--- src/rtl/ps2_key_event_ctrl.sv ---
// ps2_key_event_ctrl
//   Sequences raw PS/2 scan-code bytes into make/break key events. Tracks the
//   0xE0 (extended) and 0xF0 (break) prefixes, maps 16 piano keys to note
//   indices and keeps a bitmap of held notes. A prefix left waiting for more
//   than TIMEOUT_CYCLES clocks is abandoned with a seq_error pulse.
//
//   Optional build macro: TYPEMATIC_FILTER_EN -- when defined, a mapped make
//   for a note that is already held (keyboard auto-repeat) is swallowed.
//
// Ports
//   CLOCK_50     in   1   system clock
//   reset        in   1   synchronous reset, active-high
//   rx_data      in   8   received scan-code byte
//   rx_valid     in   1   strobe, rx_data valid this cycle
//   event_code   out  8   scan code of completed sequence, prefixes stripped
//   event_ext    out  1   sequence contained 0xE0
//   event_break  out  1   sequence contained 0xF0
//   event_valid  out  1   strobe, event_* valid this cycle
//   note_idx     out  4   note index of the last mapped event
//   note_hit     out  1   strobe on make of a mapped piano key
//   held_mask    out 16   bit n set while note n is held
//   seq_error    out  1   strobe on malformed sequence or prefix timeout
module ps2_key_event_ctrl #(
  parameter int unsigned TIMEOUT_CYCLES = 50000,
  parameter int unsigned TMR_W          = 16
) (
  input  logic        CLOCK_50,
  input  logic        reset,
  input  logic [7:0]  rx_data,
  input  logic        rx_valid,
  output logic [7:0]  event_code,
  output logic        event_ext,
  output logic        event_break,
  output logic        event_valid,
  output logic [3:0]  note_idx,
  output logic        note_hit,
  output logic [15:0] held_mask,
  output logic        seq_error
);

  typedef enum logic [1:0] {
    IDLE,
    GOT_E0,
    GOT_F0,
    GOT_E0F0
  } state_t;

  localparam logic [7:0] PFX_EXT = 8'hE0;
  localparam logic [7:0] PFX_BRK = 8'hF0;

  state_t             state_q, state_d;
  logic [TMR_W-1:0]   timer_q, timer_d;
  logic [7:0]         event_code_q, event_code_d;
  logic               event_ext_q, event_ext_d;
  logic               event_break_q, event_break_d;
  logic               event_valid_q, event_valid_d;
  logic [3:0]         note_idx_q, note_idx_d;
  logic               note_hit_q, note_hit_d;
  logic [15:0]        held_q, held_d;
  logic               seq_error_q, seq_error_d;

  // Per-cycle sequence outcome from the FSM
  logic is_e0, is_f0, is_ign, timeout;
  logic seq_done, seq_ext, seq_brk, seq_err;

  // {mapped, note index}
  function automatic logic [4:0] map_key(input logic [7:0] code);
    case (code)
      8'h1C:   map_key = {1'b1, 4'd0};
      8'h1D:   map_key = {1'b1, 4'd1};
      8'h1B:   map_key = {1'b1, 4'd2};
      8'h24:   map_key = {1'b1, 4'd3};
      8'h23:   map_key = {1'b1, 4'd4};
      8'h2B:   map_key = {1'b1, 4'd5};
      8'h2C:   map_key = {1'b1, 4'd6};
      8'h34:   map_key = {1'b1, 4'd7};
      8'h35:   map_key = {1'b1, 4'd8};
      8'h33:   map_key = {1'b1, 4'd9};
      8'h3C:   map_key = {1'b1, 4'd10};
      8'h3B:   map_key = {1'b1, 4'd11};
      8'h42:   map_key = {1'b1, 4'd12};
      8'h44:   map_key = {1'b1, 4'd13};
      8'h4B:   map_key = {1'b1, 4'd14};
      8'h4D:   map_key = {1'b1, 4'd15};
      default: map_key = 5'b0;
    endcase
  endfunction

  assign is_e0 = (rx_data == PFX_EXT);
  assign is_f0 = (rx_data == PFX_BRK);

  // Keyboard status/ack bytes, dropped only when no prefix is pending
  always_comb begin
    case (rx_data)
      8'h00, 8'hAA, 8'hEE, 8'hFA, 8'hFE, 8'hFF: is_ign = 1'b1;
      default:                                  is_ign = 1'b0;
    endcase
  end

  // A byte arriving on the timeout cycle takes priority over the timeout
  assign timeout = (state_q != IDLE) && !rx_valid &&
                   (timer_q == TMR_W'(TIMEOUT_CYCLES - 1));

  // State register and all registered outputs
  always_ff @(posedge CLOCK_50) begin
    if (reset) begin
      state_q       <= IDLE;
      timer_q       <= '0;
      event_code_q  <= '0;
      event_ext_q   <= 1'b0;
      event_break_q <= 1'b0;
      event_valid_q <= 1'b0;
      note_idx_q    <= '0;
      note_hit_q    <= 1'b0;
      held_q        <= '0;
      seq_error_q   <= 1'b0;
    end else begin
      state_q       <= state_d;
      timer_q       <= timer_d;
      event_code_q  <= event_code_d;
      event_ext_q   <= event_ext_d;
      event_break_q <= event_break_d;
      event_valid_q <= event_valid_d;
      note_idx_q    <= note_idx_d;
      note_hit_q    <= note_hit_d;
      held_q        <= held_d;
      seq_error_q   <= seq_error_d;
    end
  end

  // Next-state logic
  always_comb begin
    state_d  = state_q;
    seq_done = 1'b0;
    seq_ext  = 1'b0;
    seq_brk  = 1'b0;
    seq_err  = 1'b0;

    if (rx_valid || state_q == IDLE || timeout) begin
      timer_d = '0;
    end else begin
      timer_d = timer_q + 1'b1;
    end

    if (rx_valid) begin
      case (state_q)
        IDLE: begin
          if (is_e0)        state_d  = GOT_E0;
          else if (is_f0)   state_d  = GOT_F0;
          else if (!is_ign) seq_done = 1'b1;
        end
        GOT_E0: begin
          if (is_f0) begin
            state_d = GOT_E0F0;
          end else if (is_e0) begin
            seq_err = 1'b1;
          end else begin
            seq_done = 1'b1;
            seq_ext  = 1'b1;
            state_d  = IDLE;
          end
        end
        GOT_F0: begin
          state_d = IDLE;
          if (is_e0 || is_f0) begin
            seq_err = 1'b1;
          end else begin
            seq_done = 1'b1;
            seq_brk  = 1'b1;
          end
        end
        GOT_E0F0: begin
          state_d = IDLE;
          if (is_e0 || is_f0) begin
            seq_err = 1'b1;
          end else begin
            seq_done = 1'b1;
            seq_ext  = 1'b1;
            seq_brk  = 1'b1;
          end
        end
        default: state_d = IDLE;
      endcase
    end else if (timeout) begin
      state_d = IDLE;
      seq_err = 1'b1;
    end
  end

  // Output logic
  logic [4:0] key;
  logic       mapped;
  logic       suppress;

  always_comb begin
    key           = map_key(rx_data);
    mapped        = key[4] && !seq_ext;
    event_code_d  = event_code_q;
    event_ext_d   = event_ext_q;
    event_break_d = event_break_q;
    note_idx_d    = note_idx_q;
    held_d        = held_q;
    event_valid_d = 1'b0;
    note_hit_d    = 1'b0;
    seq_error_d   = seq_err;

`ifdef TYPEMATIC_FILTER_EN
    suppress = mapped && !seq_brk && held_q[key[3:0]];
`else
    suppress = 1'b0;
`endif

    if (seq_done && !suppress) begin
      event_valid_d = 1'b1;
      event_code_d  = rx_data;
      event_ext_d   = seq_ext;
      event_break_d = seq_brk;
      if (mapped) begin
        note_idx_d = key[3:0];
        if (seq_brk) begin
          held_d[key[3:0]] = 1'b0;
        end else begin
          held_d[key[3:0]] = 1'b1;
          note_hit_d       = 1'b1;
        end
      end
    end
  end

  assign event_code  = event_code_q;
  assign event_ext   = event_ext_q;
  assign event_break = event_break_q;
  assign event_valid = event_valid_q;
  assign note_idx    = note_idx_q;
  assign note_hit    = note_hit_q;
  assign held_mask   = held_q;
  assign seq_error   = seq_error_q;

endmodule

--- config.mk ---
export PLATFORM = sky130hd
export DESIGN_NAME = ps2_key_event_ctrl
export DESIGN_NICKNAME = d
export VERILOG_FILES = /design/src/rtl/ps2_key_event_ctrl.sv
export SDC_FILE = /design/constraint.sdc
export NUM_CORES = 1
export LEC_CHECK = 0
export ABC_AREA = 1
export CAP_MARGIN = 0
export CORE_MARGIN = 2
export CORE_UTILIZATION = 50
export CTS_CLUSTER_SIZE = 20
export DETAILED_ROUTE_END_ITERATION = 16
export GPL_TIMING_DRIVEN = 0
export PLACE_DENSITY = 0.75
export SKIP_CTS_REPAIR_TIMING = 1
export SYNTH_ARGS = -nofsm -noshare
export SYNTH_HDL_FRONTEND = slang
export SYNTH_SLANG_ARGS = --single-unit
--- constraint.sdc ---
create_clock -name CLOCK_50 -period 2.6 [get_ports CLOCK_50]
set_input_delay 0.26 -clock CLOCK_50 [delete_from_list [all_inputs] [get_ports CLOCK_50]]
set_output_delay 0.26 -clock CLOCK_50 [all_outputs]
set_load 0.02 [all_outputs]
==> out/results.ini <==
[route]
drt-vias-per-instance=5.15
avgRoutedWirePerCell_um=12.3
aggregate_routed_wire_length_um=6730
drt-initial-drc-count=150
drt_drc_violations_left=0
antenna_violating_nets_post_route=0
drtPass1Iterations=5
via_count=2817

[pwr]
clock_power_share_pct=31.4
switching_share_pct=25.9
sequentialPowerShare_pct=56.9
cellPowerDensity_nw_per_um2=424
p_int_w=0.00104
leak_nw=1.42
switching_power_w=0.000364
share_comb_of_total_power_pct=11.7
vdd_drop_max_mv=0.318

[layout]
area.growth.synth_to_final_pct=21.7
antenna_cells=0
nets=489
stdcell_count=547
drive_above_1_share_pct=8.60
fin_util_pct=64.1

[critical_path]
worst_ep_required_time_ns=2.76
data_arrival_critical_path_ns=2.26
r2r_slack_ns=0.56
timing.critical_path.fanout_max=10
worstSetupStartpointType=input pin
ff_to_ff_start=timer_q[0]
r2r.worst_path.cells=9
setup.worst_path.start=rx_data[5]
cp-end-kind=register
worst_reg2reg_path_endpoint=timer_q[4]
timing.setup.critical_path_class=input pin to register

[sta]
report.final.setup_viol=0
grt_setup_unrepaired=no
slew_headroom_pct=66.3
hold_violations=0
tightestPinTransition_ns=0.505
worst_skew_ns=0.00504
worst_hold_slack_ns=0.309
fraction_of_the_cycle_the_final_worst_path_needs_pct=80.6
post_layout_minimum_cycle_time_ns=2.10
final-max-slew-violation-count=0
timing.setup.tns_ns=0
fin_ws_ns=0.503
timing.fmax_ghz=0.477

[placed_design]
detailed_place_hpwl_um=5300
number_of_buffers_inserted_by_port_buffering=42
place_ws_ns=0.234
gp_routability_congestion=0.909
placedCellCount=540

[run]
max_cap_viol_count=0

[yosys]
yosysSeqAreaShare_pct=37.5
post_synth_inst_count=428
post_synth_instance_area_um2=2720
synthDominantAreaCellType=sky130_fd_sc_hd__dfxtp_1
synthesis.nets=440
synthesis.area_per_instance_um2=6.36
ys_warn_count=0
synthDistinctLibCells=29
yosysTopAreaCellShare_pct=37.5
ys_ff_latch=51
synthTopCellsByArea=sky130_fd_sc_hd__dfxtp_1 38%, sky130_fd_sc_hd__nand2_1 14%, sky130_fd_sc_hd__nor2_1 9.5%

[clock_tree]
clock_sinks=51
htree_levels=2
max-clock-path-buffers=2
clk-insertion-delay-late_ns=0.29
cts.root.buffer_cell=sky130_fd_sc_hd__clkbuf_8
cts.reportedPaths.clkPinSlew_ns=0.09
tritoncts.num_buffers=5
cts_tree=built

[min_path]
worstHoldStart=rx_data[1]
kind_of_path_behind_the_tightest_hold_check=input pin to register
worst_hold_end=event_code[1]
hold-path-cell-count=3

[global_routing]
grt.overflow.total=0
wire_length_of_the_first_global_routing_pass_um=11700
pin_count_of_the_biggest_net_entering_global_routing=16
track_usage_pct=23.7
antenna_found_initial=0
first_global_vias=2552

[floorplanning]
placeable_core_region_um2=5170
die-area_um2=6050
die_h_um=77.8
placementRows=26
chipWidth_um=77.8
io_pins=44
effective_utilization_at_floorplan_pct=52.6

[status]
run_status=completed

==> power groups by stage <==
stage | combinational, W | clock, W | sequential (W)
final | 0.000164 | 0.000441 | 0.000799
after global routing | 0.000179 | 0.000480 | 0.000801
after CTS | 0.000164 | 0.000455 | 0.000799
after detailed placement | 0.000163 | 0 | 0.000817
after global placement | 0.000162 | 0 | 0.000816
after floorplan | 0.0000796 | 0 | 0.000832
==> final cells by class <==
type                       instances  area (um2)
buffer                            12        83.8
clock buffer                       5        68.8
clock inverter                     2        13.8
fill                             509        1860
inverter                          55         206
multi-input combinational        310        1410
sequential                        51        1020
tap                               70        87.6
timing repair buffer              42         420
==> cells in the mapped netlist, drive strengths merged <==
cell type / count
nand2: 106
nor2: 77
inv: 55
dfxtp: 51
nand3: 48
a21oi: 39
o21ai: 18
buf: 10
nor3: 6
nand4: 5
clkbuf: 2
nor3b: 2
nor4: 2
or2: 2
ha: 1
nand3b: 1
o211ai: 1
o21a: 1
xnor2: 1
==> worst max-delay path by stage <==
| stage | to | cells after the start |
|---|---|---|
| 2_1_floorplan | timer_q[14] | 10 |
| 3_3_place_gp | register | 14 |
| 3_5_place_dp | register | 14 |
| 4_1_cts | timer_q[4] | 9 |
| 5_1_grt | timer_q[4] | 9 |
| 6_report | register | 14 |
==> placed cells by master (no fill, tap or decap), types with 2 or more instances in the layout <==
master                            Yosys  layout
sky130_fd_sc_hd__nand2_1            100     100
sky130_fd_sc_hd__nor2_1              69      69
sky130_fd_sc_hd__dfxtp_1             51      51
sky130_fd_sc_hd__inv_1               48      48
sky130_fd_sc_hd__nand3_1             48      48
sky130_fd_sc_hd__clkdlybuf4s50_1      0      42
sky130_fd_sc_hd__a21oi_1             39      39
sky130_fd_sc_hd__o21ai_0             16      16
sky130_fd_sc_hd__inv_2                7       7
sky130_fd_sc_hd__nand2_2              6       6
sky130_fd_sc_hd__nor2_2               6       6
sky130_fd_sc_hd__nand4_1              5       5
sky130_fd_sc_hd__nor3_1               5       5
sky130_fd_sc_hd__clkbuf_8             0       5
sky130_fd_sc_hd__buf_2                4       4
sky130_fd_sc_hd__buf_4                3       3
sky130_fd_sc_hd__buf_6                3       3
sky130_fd_sc_hd__nor2_4               2       2
sky130_fd_sc_hd__clkbuf_1             2       2
sky130_fd_sc_hd__nor4_1               2       2
sky130_fd_sc_hd__nor3b_1              2       2
==> logic make-up after synthesis <==
kind of cell             after synthesis  share of synthesized area [%]
AND/OR/NAND/NOR                      249                           39.9
buffers and inverters                 67                           10.7
AO/OA/AOI/OAI                         59                           11.2
flip-flops                            51                           37.5
XOR/XNOR                               1                          0.322
adder cells (fa/ha/maj)                1                          0.459
==> layer usage <==
metal | vias up | share of wire [%] | global-route usage [%]
met4 | 0 | 1.1 | 5.54
met3 | 7 | 5.3 | 3.37
met2 | 81 | 44 | 38.1
met5 | - | 0 | 0
li1 | 1455 | - | -
met1 | 1274 | 49 | 33.6
==> worst max-delay path, cell delays in order <==
cell and delay [ns]:
sky130_fd_sc_hd__clkdlybuf4s50_1 0.49, sky130_fd_sc_hd__inv_1 0.14, sky130_fd_sc_hd__nand2_1 0.09, sky130_fd_sc_hd__nor2_2 0.26, sky130_fd_sc_hd__nand2_1 0.17, sky130_fd_sc_hd__nand2_1 0.11, sky130_fd_sc_hd__nor2_1 0.04, sky130_fd_sc_hd__nand2_1 0.09
sky130_fd_sc_hd__nor2_1 0.06, sky130_fd_sc_hd__nor2_2 0.17, sky130_fd_sc_hd__buf_6 0.17, sky130_fd_sc_hd__nand3_1 0.08, sky130_fd_sc_hd__nand2_1 0.07, sky130_fd_sc_hd__a21oi_1 0.06
==> stage by stage <==
step / area, um2 / total power, W
2_1_floorplan: 2720 / 0.000912
6_report: 3310 / 0.00140
3_3_place_gp: 3230 / 0.000978
5_1_grt: 3310 / 0.00146
3_5_place_dp: 3230 / 0.000980
4_1_cts: 3310 / 0.00142
(Power assumes the default switching activity.)
==> edit 1 (config.mk and constraints unchanged) <==
Re-encode `state_t` (4 states) as Gray code, 2 bits wide.
--- a/src/rtl/ps2_key_event_ctrl.sv
+++ b/src/rtl/ps2_key_event_ctrl.sv
@@ -39,10 +39,10 @@
 );
 
   typedef enum logic [1:0] {
-    IDLE,
-    GOT_E0,
-    GOT_F0,
-    GOT_E0F0
+    IDLE     = 2'b00,
+    GOT_E0   = 2'b01,
+    GOT_F0   = 2'b11,
+    GOT_E0F0 = 2'b10
   } state_t;
 
   localparam logic [7:0] PFX_EXT = 8'hE0;
Function: same outputs for any inputs over 10 cycles, from zero or initial values and one cycle with reset high; not proved beyond that.
==> edit 1 against the unedited design <==
  * Setup slack improved by 0.052 ns
  * Synthesized area grew 3.7%
  * Final cell count is 1.1% higher
  * Design area rose by 3.9%
  * Sequential share of layout area fell by 1.1 points
  * Sequential cell count is the same
  * Wire length is 4.2% lower
  * Power up 14%
  * Largest power group unchanged
==> edit 1: results (changes against the unedited design) <==
Avg Vias per Cell -> 4.98 (-3.4%)
Clock Skew -> 0.00697 ns (+0.00193 ns)
met3 Use GR -> 4.09% (+0.72 points)
NonClk Buf Share -> 13.7% (-1.5 points)
share of cells above drive strength 1 -> 9.36% (+0.76 points)
first-pass GRT wire length -> 11.2 mm (-3.7%)
sink of the worst hold path -> event_valid
reg-to-reg endpoint -> timer_q[9]
grt met1 use -> 28.5% (-5.1 points)
Worst Hold Depth -> 2 (-1)
worst-case reg-to-reg path depth -> 6 (-3)
Clock-cell share -> 3.42% (+0.93 points)
Final GP Congestion -> 0.889 (-2.2%)
CTS HTree Levels -> 2 (unchanged)
Pwr Density -> 464 nW/um2 (+9.6%)
fraction of area in registers -> 29.7% (-1.1 points)
Buffers, non-clock -> 50 (-7.4%)
Hold Path Origin -> reset
CP startpoint -> rx_data[7]
VDD IR-drop max -> 0.302 mV (-5.0%)
Post-Syn Nets -> 448 (+1.8%)
worst reg-to-reg setup slack -> 0.58 ns (+0.02 ns)
multi-input gate count -> 312 (+0.65%)
multi-input logic area -> 1520 um2 (+7.4%)
number of global-route vias before repair -> 2627 (+2.9%)
Leak -> 1.57 nW (+11%)
M2 GR Usage -> 37.0% (-1.1 points)
I/O Buffers -> 41 (-2.4%)
nets -> 496 (+1.4%)
measured slew at the worst slew-check pin -> 0.517 ns (+0.0122 ns)
switching part of the total -> 25.6% (-0.34 points)
status -> finished clean
1st-iter DRT viols -> 131 (-13%)
dpl hpwl -> 4.92 mm (-7.1%)
layout clock buffer count -> 6 (+1)
wirelength, routed -> 6.45 mm (-4.2%)
sequential fraction of the synthesis area -> 36.2% (-1.3 points)
total CTS buffers -> 5 (unchanged)
fill cell count -> 564 (+11%)
synth unique cells -> 30 (+3.4%)
Post-synth top cells -> nand2_1, nor2_1, inv_1
antenna violations before repair -> 0 (unchanged)
Worst Path Max Fanout -> 10 (unchanged)
nonclk inv count -> 60 (+9.1%)
final hold slack -> 0.295 ns (-0.0140 ns)
Skew-Pair Late Insertion Delay -> 0.31 ns (+0.02 ns)
top post-synthesis cells by area -> dfxtp_1, nand2_1, nor2_1
busiest metal layer after global routing -> met2
Hold Path Class -> in2reg
-- edit 1: critical path, stage by stage --
cell and delay (ns):
clkdlybuf4s50_1 0.44, inv_1 0.14, nand2_1 0.08, nor2_2 0.25, nand2_1 0.16, nand3_1 0.13
nor2_1 0.07, nand2_1 0.09, nand2_2 0.10, nor2_8 0.17, buf_8 0.16, nand2_4 0.05
nor2_1 0.08, nor2_1 0.05
-- edit 1: cells by family (layout without fill, tap and decap cells) --
kind of cell / Yosys count / after routing / synth area share (%)
buffers and inverters: 69 / 118 / 10.1
and+or+nand+nor: 253 / 253 / 40.9
AOI/OAI and AO/OA: 52 / 52 / 10.0
adders and majority gates: 5 / 5 / 2.22
DFF: 51 / 51 / 36.2
xor gates and xnor gates: 2 / 2 / 0.621
-- edit 1: power groups by stage --
stage | Combinational, W | Sequential, W | Clock [W]
2_1_floorplan | 0.000107 | 0.000847 | 0
3_3_place_gp | 0.000203 | 0.000827 | 0
3_5_place_dp | 0.000205 | 0.000827 | 0
4_1_cts | 0.000207 | 0.000810 | 0.000598
5_1_grt | 0.000227 | 0.000812 | 0.000621
6_report | 0.000206 | 0.000810 | 0.000581
-- edit 1: stage by stage --
| step | setup slack [ns] | std cells | area, um2 |
|---|---|---|---|
| 6_report | 0.555 | 553 | 3440 |
| 3_5_place_dp | 0.283 | 545 | 3320 |
| 5_1_grt | 0.316 | 553 | 3440 |
| 4_1_cts | 0.573 | 553 | 3440 |
| 2_1_floorplan | 0.928 | 432 | 2820 |
| 3_3_place_gp | 0.289 | 545 | 3320 |
-- edit 1: routing by layer --
metal	routed length [um]	vias up	share of wire [%]
met5	0	-	0
met4	114	0	1.8
met3	271	11	4.2
met2	3020	75	47
met1	3050	1224	47
li1	-	1442	-
==> edit 2 (config.mk and constraints unchanged) <==
Without the edit above. Change the parameter `TMR_W` from 16 to 32.
--- a/src/rtl/ps2_key_event_ctrl.sv
+++ b/src/rtl/ps2_key_event_ctrl.sv
@@ -22,7 +22,7 @@
 //   seq_error    out  1   strobe on malformed sequence or prefix timeout
 module ps2_key_event_ctrl #(
   parameter int unsigned TIMEOUT_CYCLES = 50000,
-  parameter int unsigned TMR_W          = 16
+  parameter int unsigned TMR_W          = 32
 ) (
   input  logic        CLOCK_50,
   input  logic        reset,
Formal check against the unedited RTL: no difference found for any inputs over 10 cycles, from zero or initial values and one cycle with reset high; that may be too few to reach the edited logic, so the function may still have changed.
==> edit 2 against the unedited design <==
  * Wire length increased by 33%
  * Final cell count increased by 23%
  * First-iteration DRC count decreased by 13%
  * Power increased by 49%
  * Utilization decreased by 1.9 points
  * Synthesized cell count increased by 21%
  * Clock power increased by 88%
  * Synthesized area increased by 28%
  * Largest power group unchanged
  * Highest routed layer unchanged
  * Sequential power increased by 33%
  * Setup slack got worse by 0.062 ns
  * Design area increased by 27%
  * Sequential cell count increased by 16
  * Count of clock-buffer cells in the layout increased by 6
  * Maximum frequency decreased by 2.9%
==> edit 2: results (changes against the unedited design) <==
multi-input gate count -> 385 (+24%)
Adder-Cell Fraction of Synth Area -> 0.358% (-0.10 points)
total CTS buffers -> 9 (+4)
largest net degree at the start of global routing -> 11 (-5)
Post-Synth XOR/XNOR Area -> 4.77% (+4.4 points)
Final GP Congestion -> 0.928 (+2.1%)
Leak -> 1.55 nW (+8.7%)
Clock Skew -> 0.00935 ns (+0.00431 ns)
Worst Hold Depth -> 2 (-1)
NonClk Buf Share -> 11.8% (-3.5 points)
number of global-route vias before repair -> 3396 (+33%)
measured slew at the worst slew-check pin -> 0.548 ns (+0.0437 ns)
Skew-Pair Late Insertion Delay -> 0.34 ns (+0.05 ns)
Buffers, non-clock -> 56 (+3.7%)
nets -> 586 (+20%)
clock-pin slew on the worst setup and hold paths -> 0.07 ns (-0.02 ns)
CTS HTree Levels -> 3 (+1)
top post-synthesis cells by area -> dfxtp_1, nand2_1, nor2_1
Pre-antenna DRT Iters -> 4 (-1)
share of cells above drive strength 1 -> 9.71% (+1.1 points)
Metal-1 WL -> 3.90 mm (+18%)
fill cell count -> 683 (+34%)
M2 GR Usage -> 44.4% (+6.2 points)
Min Clock Period, post-route -> 2.16 ns (+0.0616 ns)
status -> finished clean
post-synthesis compound-gate area fraction -> 8.17% (-3.0 points)
post-route insts no fill -> 673 (+23%)
Clk power -> 0.000831 W (+88%)
routed wire length on met3 -> 347 um (-3.6%)
Net Switching -> 0.000522 W (+44%)
Finished Cell Area -> 4220 um2 (+27%)
edit 2: how the worst max path moves through the flow:
stage | endpoint | startpoint | cells after the start
CTS | timer_q[7] | timer_q[0] | 9
detailed placement | flip-flop | rx_data[2] | 12
global route | timer_q[18] | timer_q[0] | 9
floorplan | timer_q[26] | timer_q[0] | 11
finish | timer_q[18] | timer_q[0] | 9
global placement | flip-flop | rx_data[2] | 12
edit 2: worst max-delay path, stage by stage (launching register included):
cell      delay (ns)
dfxtp_1         0.37
ha_1            0.20
nand3_1         0.13
nor2_1          0.15
nand3_1         0.09
nor2_1          0.21
nand2_1         0.07
nand3_1         0.23
clkbuf_1        0.48
nor2_1          0.10
edit 2: cells by family after synthesis:
family,Yosys count
xor gates and xnor gates,19
DFF,67
adders and majority gates,1
and+or+nand+nor,309
AOI/OAI and AO/OA,56
buffers and inverters,68
